`config.mk`:
```
export PLATFORM = sky130hd
export DESIGN_NAME = cpu_run_ctrl
export DESIGN_NICKNAME = d
export VERILOG_FILES = /design/src/rtl/cpu_run_ctrl.sv
export SDC_FILE = /design/constraint.sdc
export NUM_CORES = 1
export LEC_CHECK = 0
export CAP_MARGIN = 20
export CORE_UTILIZATION = 54
export CTS_CLUSTER_DIAMETER = 40
export DETAILED_ROUTE_END_ITERATION = 10
export PLACE_DENSITY_LB_ADDON = 0.3
export SLEW_MARGIN = 30
export SYNTH_ARGS = -nofsm -noshare
export SYNTH_HDL_FRONTEND = slang
export SYNTH_SLANG_ARGS = --single-unit
```
`constraint.sdc`:
```
create_clock -name clk -period 6.1 [get_ports clk]
set_input_delay 0.61 -clock clk [delete_from_list [all_inputs] [get_ports clk]]
set_output_delay 0.61 -clock clk [all_outputs]
set_load 0.02 [all_outputs]
```
`src/rtl/cpu_run_ctrl.sv`:
```
// Run/pause/single-step controller for a debug CPU: debounced buttons drive a
// four-state FSM that gates the CPU clock enable and stops on a PC breakpoint.
module cpu_run_ctrl #(
    parameter int unsigned DB_CYC = 1000000
) (
    input  logic        clk,
    input  logic        rst,
    input  logic        btn_run,
    input  logic        btn_step,
    input  logic        bp_en,
    input  logic [31:0] bp_addr,
    input  logic [31:0] pc,
    output logic        cpu_en,
    output logic        cpu_stop,
    output logic [1:0]  state,
    output logic [31:0] run_cycles
);

    localparam int unsigned CW = $clog2(DB_CYC + 1);

    typedef enum logic [1:0] {
        ST_STOP = 2'b00,
        ST_RUN  = 2'b01,
        ST_STEP = 2'b10,
        ST_BRK  = 2'b11
    } st_t;

    st_t st;

    // Index 0 is the run button, index 1 the step button.
    logic [1:0]    btn_raw;
    logic [1:0]    sync1;
    logic [1:0]    sync2;
    logic [1:0]    db;
    logic [1:0]    db_q;
    logic [CW-1:0] cnt [2];

    logic run_p;
    logic step_p;
    logic first;
    logic bp_hit;

    assign btn_raw = {btn_step, btn_run};

    always_ff @(posedge clk or posedge rst) begin
        if (rst) begin
            sync1  <= '0;
            sync2  <= '0;
            db     <= '0;
            db_q   <= '0;
            cnt[0] <= '0;
            cnt[1] <= '0;
        end else begin
            sync1 <= btn_raw;
            sync2 <= sync1;
            db_q  <= db;
            for (int unsigned i = 0; i < 2; i++) begin
                if (sync2[i] == db[i]) begin
                    cnt[i] <= '0;
                end else if (cnt[i] == CW'(DB_CYC - 1)) begin
                    db[i]  <= ~db[i];
                    cnt[i] <= '0;
                end else begin
                    cnt[i] <= cnt[i] + 1'b1;
                end
            end
        end
    end

    assign run_p  = db[0] & ~db_q[0];
    assign step_p = db[1] & ~db_q[1];

    // first masks the breakpoint for the first RUN cycle so a resume from the
    // breakpoint PC does not immediately re-break.
    assign bp_hit = bp_en && (pc == bp_addr) && !first;

    always_ff @(posedge clk or posedge rst) begin
        if (rst) begin
            st    <= ST_STOP;
            first <= 1'b0;
        end else begin
            case (st)
                ST_STOP, ST_BRK: begin
                    if (run_p) begin
                        st    <= ST_RUN;
                        first <= 1'b1;
                    end else if (step_p) begin
                        st <= ST_STEP;
                    end
                end
                ST_RUN: begin
                    first <= 1'b0;
                    if (run_p) begin
                        st <= ST_STOP;
                    end else if (bp_hit) begin
                        st <= ST_BRK;
                    end
                end
                ST_STEP: st <= ST_STOP;
                default: st <= ST_STOP;
            endcase
        end
    end

    // Enable and stop are decoded from the asynchronously reset state so that
    // reset removes the CPU enable without waiting for a clock edge.
    assign cpu_en   = ((st == ST_RUN) && !bp_hit) || (st == ST_STEP);
    assign cpu_stop = (st == ST_STOP) || (st == ST_BRK);
    assign state    = st;

    always_ff @(posedge clk or posedge rst) begin
        if (rst) begin
            run_cycles <= '0;
        end else if (cpu_en) begin
            run_cycles <= run_cycles + 32'd1;
        end
    end

endmodule

```
==> flow_summary.toml <==
[timing]
worst_pin_slew_ns = 0.7533
period_needed_ns = 3.857
finClkSkew_ns = 0.01637
setup-violations-final = 0
slew-limit-headroom = 0.4939
rsz0062_at_grt = "false"
tns_ns = 0
slew_viol_final = 0
max_clock_freq_mhz = 259.3
finalCritPeriodShare = 0.6323
finalHoldViolations = 0

[global_route]
top_usage_layer = "met2"
use_met3 = 0.05058
grt_pass1_wl_mm = 15.83
antenna_found_initial = 0
met2_usage = 0.4060
track_usage = 0.2398
grt_pass1_vias = 3373
grt_max_degree = 84
gr-total-overflow = 0
met1_usage = 0.3056

[pwr]
power_frac_clock = 0.373
p_switching_mw = 0.2607
internal_power_mw = 0.8769
p_seq_frac = 0.510
p_per_area_nw_per_um2 = 199.2
combPwrFrac = 0.117
total_leakage_power_nw = 2.283
ir_worst_vdd_mv = 0.1470
p_sw_frac = 0.2292

[synthesis]
synth_ff_type = "dfrtp_1"
synth_area_per_cell_um2 = 10.21
synth_cells = 427
synth_edf_count = 0
synth_area_um2 = 4358
ys_seq_elements = 83
seq_area_frac_synth = 0.4766
synth_top_area_cell = "dfrtp_1"
yosys_warnings = 0
ys_types = 48
async_flop_share = 1.000
syn-num-nets = 501
synth_top_area_frac = 0.4766
synthTopCellsByArea = "dfrtp_1, xnor2_1, xor2_1"

[floorplan]
die-area_um2 = 8434
core-area_um2 = 7767
fp-row-count = 32
die_w_um = 91.84
die_y_um = 91.84
initial_core_util = 0.5611
boundaryPins = 105

[critical_path]
cp-end-kind = "output pin"
worst_setup_path_start_kind = "input port"
crit_top_cell = "clkdlybuf4s50_1"
crit_chain = "clkdlybuf4s50_1 > xnor2_1 > nand4_1 > nor4_1 > a31oi_2 > buf_4 > nor2_2 > inv_1 > clkdlybuf4s50_1"
cp_slowest_cell = "nor4_1"
r2r-start = "cnt[0]"
critPathKind = "input port to output pin"
cp_max_fo = 29
max_stage_delay_ns = 0.69
worstPathArrival_ns = 3.25
crit_start = "bp_addr[6]"
reg2reg_depth = 6
required_ns = 5.49

[cts]
clockBufferDepth = 2
insertion_delay_ns = 0.35
holdBufCountCts = 0
cts.clk_slew.worst_paths_ns = 0.08
cts_tree = "built"
cts_setup_buffers = 0
root_buffer = "clkbuf_8"
numCtsBuffers = 9
clock-sinks = 83
cts.repair.resized = 0
cts_max_level = 3

[hold_path]
hold_depth = 0
min_from = "sync1[0]"
min_path_type = "register to register"

[detailed_routing]
wl_mm = 9.461
wl_per_cell_um = 14.83
ant_nets = 0
post-route-drc-count = 0
drt_iter0_drc = 122
vias_per_cell = 5.411
vias = 3452
firstDrtPassIters = 4

[cells_and_area]
area_growth_pct = 31.04
fin_nets = 607
mostFrequentLayoutCell = "clkdlybuf4s50_1"
diodes = 0
final_cell_count_no_fill = 638
layout_common_cells = "clkdlybuf4s50_1, dfrtp_1, xnor2_1, nor2_1, nand2_1"
fin_area_um2 = 5710
drive_above_1_share = 0.06716

[placement]
gp_congestion = 0.8189
dp.final_hpwl_mm = 7.074
placed_area_um2 = 5499
place_inst = 624
io_buffers = 104

[status]
outcome = "finished, final reports clean"

[run]
max-cap-violations = 0
==> worst paths after layout <==
kind / endpoint / slack [ns]
worst max register to register: cnt[12] / 3.70
max in group asynchronous: run_cycles[4] / 4.84
min in group asynchronous: cnt[0] / 0.78
worst max-delay path: cpu_en / 2.24
worst min register to register: sync2[0] / 0.36
worst min-delay path: sync2[0] / 0.36
==> flip-flops by register name (all words and copies together) (netlist names) <==
register / flops
sync2: 2
state: 2
db: 2
first: 1
cnt: 40
run_cycles: 32
sync1: 2
db_q: 2
==> cells in the mapped netlist (all sizes together), types with 2 or more instances <==
| master | number |
|---|---|
| a2111o | 2 |
| a21oi | 3 |
| and2 | 3 |
| and3 | 11 |
| and4 | 4 |
| buf | 7 |
| clkbuf | 5 |
| dfrtp | 83 |
| ha | 5 |
| inv | 17 |
| mux2 | 4 |
| nand2 | 27 |
| nand2b | 7 |
| nand3 | 24 |
| nand4 | 14 |
| nor2 | 53 |
| nor2b | 5 |
| nor3 | 7 |
| nor4 | 7 |
| o2111ai | 14 |
| o211ai | 9 |
| o21ai | 8 |
| o221ai | 3 |
| or2 | 2 |
| or3 | 2 |
| xnor2 | 67 |
| xor2 | 23 |
==> stage by stage <==
stage / setup WS [ns] / power [mW] / util / hold WS [ns]
final: 2.243 / 1.138 / 0.7352 / 0.3599
after global routing: 2.101 / 1.184 / 0.7352 / 0.3701
after detailed placement: 2.219 / 0.7251 / 0.7080 / 0.3379
after CTS: 2.218 / 1.145 / 0.7352 / 0.3614
after global placement: 2.327 / 0.7204 / 0.7075 / 0.3365
after floorplan: 3.353 / 0.6432 / - / 0.3312
==> worst max-delay path, delay by kind of cell <==
kind | cells | cell delay (ns)
XOR/XNOR | 1 | 0.12
buffers and inverters | 4 | 1.32
AO/OA/AOI/OAI | 1 | 0.16
AND/OR/NAND/NOR | 3 | 1.04
==> power by group through the flow <==
stage	combinational (mW)	sequential [mW]	clock, mW
3_5_place_dp	0.134	0.591	0
2_1_floorplan	0.0468	0.596	0
6_report	0.133	0.581	0.424
4_1_cts	0.135	0.580	0.431
3_3_place_gp	0.130	0.590	0
5_1_grt	0.144	0.583	0.456
==> routing by layer <==
metal | vias to the layer above | wire length [µm]
li1 | 1692 | -
met1 | 1634 | 3996
met2 | 107 | 4696
met3 | 19 | 586
met4 | 0 | 181
met5 | - | 0
==> cell families after synthesis <==
kind of cell / share of synthesized area
buffers and inverters: 0.02957
and+or+nand+nor: 0.2021
adders and majority gates: 0.01436
muxes: 0.01034
AOI/OAI and AO/OA: 0.08613
DFF: 0.4766
xor gates and xnor gates: 0.1809
==> layout make-up <==
cell class | count | area, µm²
clock buffers | 10 | 137.6
clock inverters | 4 | 73.82
fillers | 556 | 2057
inverters | 18 | 68.82
multi-input cells | 314 | 2158
flip-flops and latches | 83 | 2077
well taps | 102 | 127.6
repair buffers | 107 | 1067
Power figures use the tool's default switching activity.
